[config.mk]
export PLATFORM = sky130hd
export DESIGN_NAME = huf_decode_flat
export DESIGN_NICKNAME = d
export VERILOG_FILES = /design/src/rtl/huf_pkg.sv /design/src/rtl/huf_if.sv /design/src/rtl/huf_match.sv /design/src/rtl/huf_decode.sv /design/src/flat_wrapper.sv
export SDC_FILE = /design/constraint.sdc
export NUM_CORES = 1
export LEC_CHECK = 0
export CORE_MARGIN = 5
export CORE_UTILIZATION = 45
export CTS_BUF_LIST = sky130_fd_sc_hd__clkbuf_16
export CTS_CLUSTER_SIZE = 28
export DETAILED_ROUTE_END_ITERATION = 16
export PLACE_DENSITY_LB_ADDON = 0.3
export SKIP_LAST_GASP = 1
export SYNTH_ARGS = -nofsm -noshare
export SYNTH_HDL_FRONTEND = slang
export SYNTH_SLANG_ARGS = --single-unit
[constraint.sdc]
create_clock -name Clk -period 2.5 [get_ports Clk]
set_clock_uncertainty 0.05 [all_clocks]
set_input_delay 0.5 -clock Clk [delete_from_list [all_inputs] [get_ports Clk]]
set_output_delay 0.5 -clock Clk [all_outputs]
set_load 0.05 [all_outputs]
[src/rtl/huf_pkg.sv]
// huf_pkg -- shared constants and types for the serial Huffman decoder.
//   NSYM     : number of symbols / table entries (digits 0..NSYM-1)
//   MAXLEN   : longest legal codeword in bits
//   state_t  : top-level sequence LOAD -> DECODE -> DONE
//   entry_t  : one code-table entry {len, code}, code right-aligned
// Optional build macro used by huf_decode: HUF_FRAME_CHECK_EN.
package huf_pkg;

  localparam int NSYM   = 10;
  localparam int MAXLEN = 5;
  localparam int LENW   = 3;   // wide enough to hold MAXLEN+1 (overlong marker)
  localparam int IDXW   = 4;   // symbol index / table pointer width

  localparam logic [LENW-1:0] MAXLEN_L = LENW'(MAXLEN);

  typedef enum logic [1:0] {
    LOAD   = 2'd0,
    DECODE = 2'd1,
    DONE   = 2'd2
  } state_t;

  // len == 0 marks an empty or unusable entry; it can never match.
  typedef struct packed {
    logic [LENW-1:0]   len;
    logic [MAXLEN-1:0] code;
  } entry_t;

endpackage

[src/rtl/huf_if.sv]
// huf_if -- serial code input and decoded symbol output of huf_decode.
//   Bit_in / Bit_vld : serial codeword bits, MSB first, one burst per codeword
//   Sym_out / Sym_vld: decoded symbol and its one-cycle valid pulse
//   Tbl_done, Done, Err, Sym_cnt : status
// modport master : the link driver / consumer side
// modport slave  : the decoder side
interface huf_if;

  logic       Bit_in;
  logic       Bit_vld;
  logic [3:0] Sym_out;
  logic       Sym_vld;
  logic       Tbl_done;
  logic       Done;
  logic       Err;
  logic [7:0] Sym_cnt;

  modport master (
    output Bit_in, Bit_vld,
    input  Sym_out, Sym_vld, Tbl_done, Done, Err, Sym_cnt
  );

  modport slave (
    input  Bit_in, Bit_vld,
    output Sym_out, Sym_vld, Tbl_done, Done, Err, Sym_cnt
  );

endinterface

[src/rtl/huf_match.sv]
// huf_match -- parallel compare of one {len, code} key against all table
// entries. Purely combinational.
//   tbl  : NSYM code-table entries
//   key  : accumulated {acc_len, acc} including the bit being sampled
//   hit  : some usable entry equals the key
//   idx  : lowest matching entry index (0 when no hit)
module huf_match
  import huf_pkg::*;
(
  input  entry_t [NSYM-1:0] tbl,
  input  entry_t            key,
  output logic              hit,
  output logic [IDXW-1:0]   idx
);

  // NOTE: every output gets a default before the loop so no path leaves
  // it unassigned, which would otherwise infer a latch.
  always_comb begin
    hit = 1'b0;
    idx = '0;
    // Scan downwards so the lowest matching index is the last one written.
    for (int i = NSYM - 1; i >= 0; i--) begin
      if (tbl[i].len != '0 && tbl[i] == key) begin
        hit = 1'b1;
        idx = IDXW'(i);
      end
    end
  end

endmodule

[src/rtl/huf_decode.sv]
// huf_decode -- serial Huffman decoder.
// First captures NSYM codewords (one burst each) into the code table, then
// decodes the following bitstream by prefix match into 4-bit symbols.
//   Clk   : clock, rising edge
//   Reset : asynchronous active-low reset
//   En    : global enable; low freezes all state and outputs
//   bus   : huf_if.slave (Bit_in/Bit_vld in; Sym_out, Sym_vld, Tbl_done,
//           Done, Err, Sym_cnt out)
// Parameter NDATA: payload symbols to decode before DONE (1..256; Sym_cnt is
// 8 bits, so 256 is reached when the count rolls over to 0).
// Build macro HUF_FRAME_CHECK_EN: when defined, every payload codeword must
// fill exactly one burst; framing violations set Err.
module huf_decode
  import huf_pkg::*;
#(
  parameter int NDATA = 256
) (
  input  logic Clk,
  input  logic Reset,
  input  logic En,
  huf_if.slave bus
);

  localparam logic [7:0] DONE_CNT = 8'(NDATA);

  state_t              state;
  entry_t [NSYM-1:0]   tbl;
  logic [IDXW-1:0]     k;        // next table entry to write
  logic [MAXLEN-1:0]   ld_code;  // entry being shifted in during LOAD
  logic [LENW-1:0]     ld_len;   // saturates at MAXLEN+1 to flag overlong
  logic [MAXLEN-1:0]   acc;
  logic [LENW-1:0]     acc_len;
  logic                drop;     // discard rest of burst after a failed codeword
`ifdef HUF_FRAME_CHECK_EN
  logic                last_hit; // previous valid bit completed a symbol
`endif

  entry_t              key;
  logic                hit;
  logic [IDXW-1:0]     hit_idx;
  logic [7:0]          cnt_inc;

  // Key is the accumulator with the currently presented bit already appended,
  // so a match is registered on the very edge that samples the last bit.
  always_comb begin
    key.len  = acc_len + LENW'(1);
    key.code = {acc[MAXLEN-2:0], bus.Bit_in};
  end

  assign cnt_inc = bus.Sym_cnt + 8'd1;

  huf_match u_match (
    .tbl (tbl),
    .key (key),
    .hit (hit),
    .idx (hit_idx)
  );

  // NOTE: all state is updated with non-blocking assignments so every
  // register samples pre-edge values regardless of statement order.
  // NOTE: the code table is a handful of flops, not a RAM, and is cleared by
  // reset so stale entries from a previous run can never match.
  always_ff @(posedge Clk or negedge Reset) begin
    if (!Reset) begin
      state        <= LOAD;
      tbl          <= '0;
      k            <= '0;
      ld_code      <= '0;
      ld_len       <= '0;
      acc          <= '0;
      acc_len      <= '0;
      drop         <= 1'b0;
`ifdef HUF_FRAME_CHECK_EN
      last_hit     <= 1'b0;
`endif
      bus.Sym_out  <= '0;
      bus.Sym_vld  <= 1'b0;
      bus.Tbl_done <= 1'b0;
      bus.Done     <= 1'b0;
      bus.Err      <= 1'b0;
      bus.Sym_cnt  <= '0;
    end else if (En) begin
      bus.Sym_vld <= 1'b0;

      unique case (state)
        LOAD: begin
          if (bus.Bit_vld) begin
            ld_code <= {ld_code[MAXLEN-2:0], bus.Bit_in};
            if (ld_len <= MAXLEN_L) ld_len <= ld_len + LENW'(1);
          end else if (ld_len != '0) begin
            // First idle cycle after a burst: commit the entry.
            if (ld_len > MAXLEN_L) begin
              tbl[k]  <= '{len: '0, code: ld_code};
              bus.Err <= 1'b1;
            end else begin
              tbl[k]  <= '{len: ld_len, code: ld_code};
            end
            ld_code <= '0;
            ld_len  <= '0;
            k       <= k + IDXW'(1);
            if (k == IDXW'(NSYM - 1)) begin
              bus.Tbl_done <= 1'b1;
              state        <= DECODE;
            end
          end
        end

        DECODE: begin
          if (bus.Bit_vld && !drop) begin
            if (hit) begin
              bus.Sym_out <= hit_idx;
              bus.Sym_vld <= 1'b1;
              bus.Sym_cnt <= cnt_inc;
              acc         <= '0;
              acc_len     <= '0;
              if (cnt_inc == DONE_CNT) begin
                bus.Done <= 1'b1;
                state    <= DONE;
              end
            end else if (key.len == MAXLEN_L) begin
              // Longest legal length reached with no entry matching.
              bus.Err <= 1'b1;
              acc     <= '0;
              acc_len <= '0;
              drop    <= 1'b1;
            end else begin
              acc     <= key.code;
              acc_len <= key.len;
            end
          end else if (!bus.Bit_vld) begin
            drop <= 1'b0;
          end

`ifdef HUF_FRAME_CHECK_EN
          if (bus.Bit_vld) begin
            last_hit <= hit && !drop;
            // A symbol completed last cycle, yet the burst carries on.
            if (last_hit) bus.Err <= 1'b1;
          end else begin
            last_hit <= 1'b0;
            // Burst ended in the middle of a codeword.
            if (acc_len != '0) begin
              bus.Err <= 1'b1;
              acc     <= '0;
              acc_len <= '0;
            end
          end
`endif
        end

        DONE: ;  // input ignored, outputs hold

        default: state <= LOAD;
      endcase
    end
  end

endmodule

[src/flat_wrapper.sv]
// flat-port wrapper written by rule: the top's interface ports become plain ports
module huf_decode_flat import huf_pkg::*;
#(
  parameter int NDATA = 256
)
  (Clk, Reset, En, bus_Bit_in, bus_Bit_vld, bus_Sym_out, bus_Sym_vld, bus_Tbl_done, bus_Done, bus_Err, bus_Sym_cnt);
  huf_if bus_i ();
  input  logic Clk;
  input  logic Reset;
  input  logic En;
  input wire logic [$bits(bus_i.Bit_in)-1:0] bus_Bit_in;
  input wire logic [$bits(bus_i.Bit_vld)-1:0] bus_Bit_vld;
  output wire logic [$bits(bus_i.Sym_out)-1:0] bus_Sym_out;
  output wire logic [$bits(bus_i.Sym_vld)-1:0] bus_Sym_vld;
  output wire logic [$bits(bus_i.Tbl_done)-1:0] bus_Tbl_done;
  output wire logic [$bits(bus_i.Done)-1:0] bus_Done;
  output wire logic [$bits(bus_i.Err)-1:0] bus_Err;
  output wire logic [$bits(bus_i.Sym_cnt)-1:0] bus_Sym_cnt;
  assign bus_i.Bit_in = bus_Bit_in;
  assign bus_i.Bit_vld = bus_Bit_vld;
  assign bus_Sym_out = bus_i.Sym_out;
  assign bus_Sym_vld = bus_i.Sym_vld;
  assign bus_Tbl_done = bus_i.Tbl_done;
  assign bus_Done = bus_i.Done;
  assign bus_Err = bus_i.Err;
  assign bus_Sym_cnt = bus_i.Sym_cnt;
  huf_decode #(.NDATA(NDATA)) u_core (.Clk(Clk), .Reset(Reset), .En(En), .bus(bus_i));
endmodule
Word-level counts from Yosys, hierarchy flattened
Cells that the tools add are included.
Widths: inputs -> output; s select.
Storage, ports and cells
  bits in latches: 0
  memories: 0
  ROM bits: 0
  bits of input ports: 5
  output and inout port bits: 16
  register bits: 118
  logic and storage cells: 161
  memory bits (writable): 0
Operators by class
  add/subtract/negate cells: 4
  multiplexer cells: 53
  equal/unequal tests: 27
  div/mod/pow operators: 0
  multiply operators: 0
  shift operators: 0
  bitwise logic cells: 2
  order comparisons: 4
  reduce and logical (&&, ||, !) cells: 38
Operators by type and width (count)
  $bwmux 80: 2
  $eq 8x8->1: 10
  $mux 80: 1
  $mux 4: 12
  $reduce_bool 3->1: 11
  $demux 8 s4: 1
  $mux 1: 21
  $ne 2x1->1 const B: 9
  $reduce_and 8->1: 2
  $mux 3: 5
  $reduce_and 5->1: 3
  $logic_and 1x1->1: 12
  $mux 2: 6
  $reduce_and 4->1: 3
  $mux 5: 2
  $add 8x1->8 const B: 1
  $logic_not 8->1: 1
  $mux 8: 1
  $ne 2x2->1 const B: 4
  $add 3x1->3 const B: 2
  $pmux 2 s3: 1
  $reduce_and 3->1: 2
  $lt 4x5->1 const B: 1
  $add 4x1->4 const B: 1
  other kinds (12): 14

Depth between registers and ports, before layout
  depth in word-level cells: 16
  mapped depth: 12
  mapped depth without buffers: 9

By module
A second synthesis with hierarchy kept.
Second synthesis, totals
  cells, all modules: 528
  area, all modules: 6164.7 um^2
By module, submodules not included
  huf_decode: cells an instance 363, sequential area each 2952.8 um^2, times used 1, area an instance 5019.8 um^2
  huf_match: cells an instance 165, sequential area each 0.0 um^2, times used 1, area an instance 1144.8 um^2

Least setup slack after synthesis
No wires, ideal clock.
  path type: register to register
  start: register u_core.acc_len[0]
  end: register u_core.bus.Sym_cnt[1]
  cell stages (with the launch flop): 13
  path buffers: 3
  clock period less this slack: 2664 ps
  arrival: 2486 ps
  required time: 2322 ps
  setup time: 128 ps
  slack: -164 ps
  cells stage by stage: dfrtp_1 buf_6 inv_1 ha_1 buf_2 xnor2_1 nand3_1 nor3_2 nor4b_4 nand3_1 nand2b_1 buf_2 mux2_1
Between the ends
  cells in the longest elaborated chain, start to end: 14
  elaborated cells on any way between the ends: 32
  classes of those cells: add/sub: 1; eq/ne: 10; mux: 10; reduce/logical: 11
Ends and longest elaborated chain
  from (decl): line huf_decode.sv:32  | logic [LENW-1:0] acc_len;
  from (signal assigned): line huf_decode.sv:128  | acc_len <= key.len;
  $add 3x1->3 (*): line huf_decode.sv:46  | key.len = acc_len + LENW'(1);
  $eq 8x8->1: line huf_match.sv:23  | if (tbl[i].len != '0 && tbl[i] == key) begin
  $logic_and 1x1->1: line huf_match.sv:23
  $mux 1 (9 in series): line huf_match.sv:23
  $mux 1 (*): line huf_match.sv:23
  $reduce_and 4->1 (no line) (*)
  to (signal assigned): line huf_decode.sv:113  | bus.Sym_cnt <= cnt_inc;
  to (decl): line huf_if.sv:25  | output Sym_out, Sym_vld, Tbl_done, Done, Err, Sym_cnt
Every way passes the cells marked *; elsewhere a longest branch is shown, timed or not.
A chain may end at the register's enable or synchronous reset.

Worst setup path in the final report
  start: register u_core.acc_len[0]
  end: register u_core.bus.Sym_out[1]
Between the ends
  cells in the longest elaborated chain, start to end: 14
  elaborated cells on any way between the ends: 41
  classes of those cells: add/sub: 1; eq/ne: 10; mux: 19; reduce/logical: 11
Ends and longest elaborated chain
  $add 3x1->3 (*): line huf_decode.sv:46
  $eq 8x8->1: line huf_match.sv:23
  $logic_and 1x1->1: line huf_match.sv:23
  $mux 1 (10 in series): line huf_match.sv:23
  $reduce_and 4->1 (no line)
  to (signal assigned): line huf_decode.sv:111  | bus.Sym_out <= hit_idx;
  to (decl): line huf_if.sv:25
Marked as above.

==> metrics.md <==
| Metric | Value |
|---|---|
| Synthesized instance count | about 520 |
| Initial antenna violation count | 0 |
| Number of library cell types mapped by synthesis | 50 |
| Congestion Overflow GR | 0 |
| Dpl ws | -0.411 ns |
| TNS Setup | -0.517 ns |
| Total power | 8.65 mW |
| Min-Delay Path Class | in -> async |
| WS Path Type | reg -> reg |
| CTS tree | done |
| Global-route wire length before repair | between 20,000 and 25,000 µm |
| DRC | 0 |
| CP endpoint kind | flop |
| Via count | about 4.1k |
| Worst path max stage delay | 0.44 ns |
| Worst slew margin | 0.566 |
| Area grow syn2layout | 25.6% |
| Commonest non-fill, non-tap cell in the layout | dfrtp_1 |
| Worst slew pin tran | ~0.65 ns |
| Die ar. | about 16,000 µm² |
| Drt wl/cell | about 17 µm |
| Final nets | 600 |
| Worst vdd ir | approximately 0.54 mV |
| Async SR Flop Fraction | 1.00 |
| Layout cell share with drive strength beyond 1 | 0.324 |
| Post-route ant nets | 0 |
| Ranking of synthesized cells by area | dfrtp_1 49%, mux2_2 11%, xnor2_1 7.8%, xor2_1 3.8%, nand2_1 2.2% |
| Num ports | 21 |
| GP Congestion | ~0.82 |
| Syn_nets | 533 |
| Drt first-iter violations | approximately 230 |
| Top-area cell type share of the netlist area | 0.490 |
| Sequential fraction of the synthesis area | 0.490 |
| Power per standard cell area | about 1100 nW/µm² |
| Failing checks | setup timing |
| Final core occ | 0.574 |
| Dpl cells | between 700 and 800 |
| Crit share post-route | 1.03 |
| Crit-path slowest cell | dfrtp_2 |
| CP cell instances | ha_4, xnor2_4, buf_12, mux2i_4, nor3_4, nor4_4, nand3_2, nand2b_4, mux2_4 |
| Row cnt | 42 |
| Leakage | between 3 and 4 nW |
| CTS Hold Bufs | 0 |
| Die Wd | about 130 µm |
| Max_cap viols | 0 |
| Crit path DAT | approximately 2.8 ns |
| Total Wirelength | 13,400 µm |
| Worst setup margin | -0.0780 ns |
| Largest net degree at the start of global routing | 50 |
| Synthesis-stage register bit count | between 100 and 150 |
| Commonest non-fill, non-tap cells in the layout | 117 x dfrtp_1, 61 x mux2_2, 53 x xnor2_1, 46 x buf_4, 36 x nand2_1 |
| Syn. warnings | 0 |
| Clk Latency, worst-skew pair | ~0.42 ns |
| Status | finished, violations left |
| TritonCTS buffer count | 17 |
| Number of diodes | 0 |
| CP delay by family, top | simple AND/OR/NAND/NOR gates |
| First-pass iteration count of the detailed router | 4 |
| I/O Buffers | 20 |
| Tmin final | 2.58 ns |
| Worst Path Required | 2.74 ns |
| CP Launch Type | flop |
| Layout Cells excl Fill | ~770 |
| Max Slew Vio Count | 0 |
| Crit-path max FO | 5 |
| Post-synth EDFFs | 0 |
| DIE HEIGHT | between 100 and 150 µm |
| RSZ-0062 raised after global routing | true |
| Final setup viols | 15 |
| GRT Total Usage | 0.180 |
| Synth Cell Area | between 6000 and 7000 µm² |
| Core ar. | roughly 13,000 µm² |
| H-tree levels | 4 |
| Dominant synthesized flop cell | dfrtp_1 |
| CTS clock-pin slew for the worst setup and hold paths | around 0.05 ns |
| FMAX | around 390 MHz |
| Initial core utilization | 0.457 |
| Root Driver | clkbuf_16 |
| CP Buf/Inv Count | 1 |
| Syn Area/Cell | ~12 µm² |
| Clk sinks | ~120 |
| Area leader, netlist | dfrtp_1 |
| Clock Path Buffers | 2 |
| Hpwl dp | around 9600 µm |
| Vias per cell | ~5.3 |
| Vias in the first global route | approximately 4.2k |
| Fin. Hold Viols | 0 |
-- stage by stage --
step | cell area, µm² | hold WS, ns
after floorplan | 6060 | 0.154
after global placement | 6800 | 0.399
after detailed placement | 6800 | 0.407
after CTS | 7500 | 0.0797
after global routing | 7570 | 0.107
final | 7570 | 0.0644
-- Yosys cell counts, types with 7 or more instances --
library cell and n:
dfrtp_1 118, mux2_2 61, xnor2_1 54, nand2_1 36, xor2_1 26, o21ai_0 24, nand3_1 19, clkbuf_1 17
inv_1 13, nand4_1 11, ha_1 10, mux2i_1 10, nor2_1 9, a22o_1 8, buf_2 8, nor3_1 8
o21ba_2 8, a21oi_1 7, and2_1 7
-- cells by family after synthesis --
kind of cell | synth area share
AND/OR/NAND/NOR | 0.122
flip-flops | 0.490
XOR/XNOR | 0.119
multiplexers | 0.134
AO/OA/AOI/OAI | 0.0822
buffers and inverters | 0.0316
adder cells (fa/ha/maj) | 0.0208
-- path summary, 6_finish.rpt --
| kind | slack [ns] | start | depth (start not counted) | end |
|---|---|---|---|---|
| max | -0.08 | u_core.acc_len[0]$_DFFE_PN0P_ | 9 | u_core.bus.Sym_out[1]$_DFFE_PN0P_ |
| min | 0.06 | Reset | 1 | u_core.bus.Tbl_done$_DFFE_PN0P_ |
| max reg2reg | -0.08 | u_core.acc_len[0]$_DFFE_PN0P_ | 9 | u_core.bus.Sym_out[1]$_DFFE_PN0P_ |
| min reg2reg | 0.41 | u_core.bus.Tbl_done$_DFFE_PN0P_ | 1 | u_core.bus.Tbl_done$_DFFE_PN0P_ |
| max in group asynchronous | 1.64 | Reset | 2 | async pin |
| min in group Clk | 0.41 | u_core.bus.Tbl_done$_DFFE_PN0P_ | 1 | u_core.bus.Tbl_done$_DFFE_PN0P_ |
-- area by class of cell --
class | instances | area, µm²
fill | 1066 | 5620
multi-input combinational | 358 | 3100
sequential | 118 | 2950
timing repair buffer | 77 | 748
clock buffer | 17 | 425
tap | 176 | 220
clock inverter | 13 | 77.6
inverter | 13 | 48.8
-- metal layers --
layer | up-vias | track usage | part of all wire
li1 | 1943 | - | -
met1 | 2050 | 0.220 | 0.43
met2 | 74 | 0.305 | 0.50
met3 | 21 | 0.0487 | 0.052
met4 | 0 | 0.0669 | 0.018
met5 | - | 0 | 0
-- report_power, final --
group | leakage (nW) | internal [mW] | switching [mW]
sequential | 1.60 | 2.47 | 0.562
combinational | 1.65 | 1.70 | 1.84
clock | 0.258 | 1.31 | 0.771
-- what timing repair did --
| action | 4_1_cts | 5_1_grt |
|---|---|---|
| buffers inserted | 5 | 0 |
| pin swaps | 14 | 15 |
| gates resized for setup | 27 | 14 |
| endpoints found under the hold margin | 0 | 0 |
| gates cloned | 1 | 0 |
| endpoints found under the setup margin | 22 | 29 |
No activity file was read; power rests on OpenSTA's default activity.
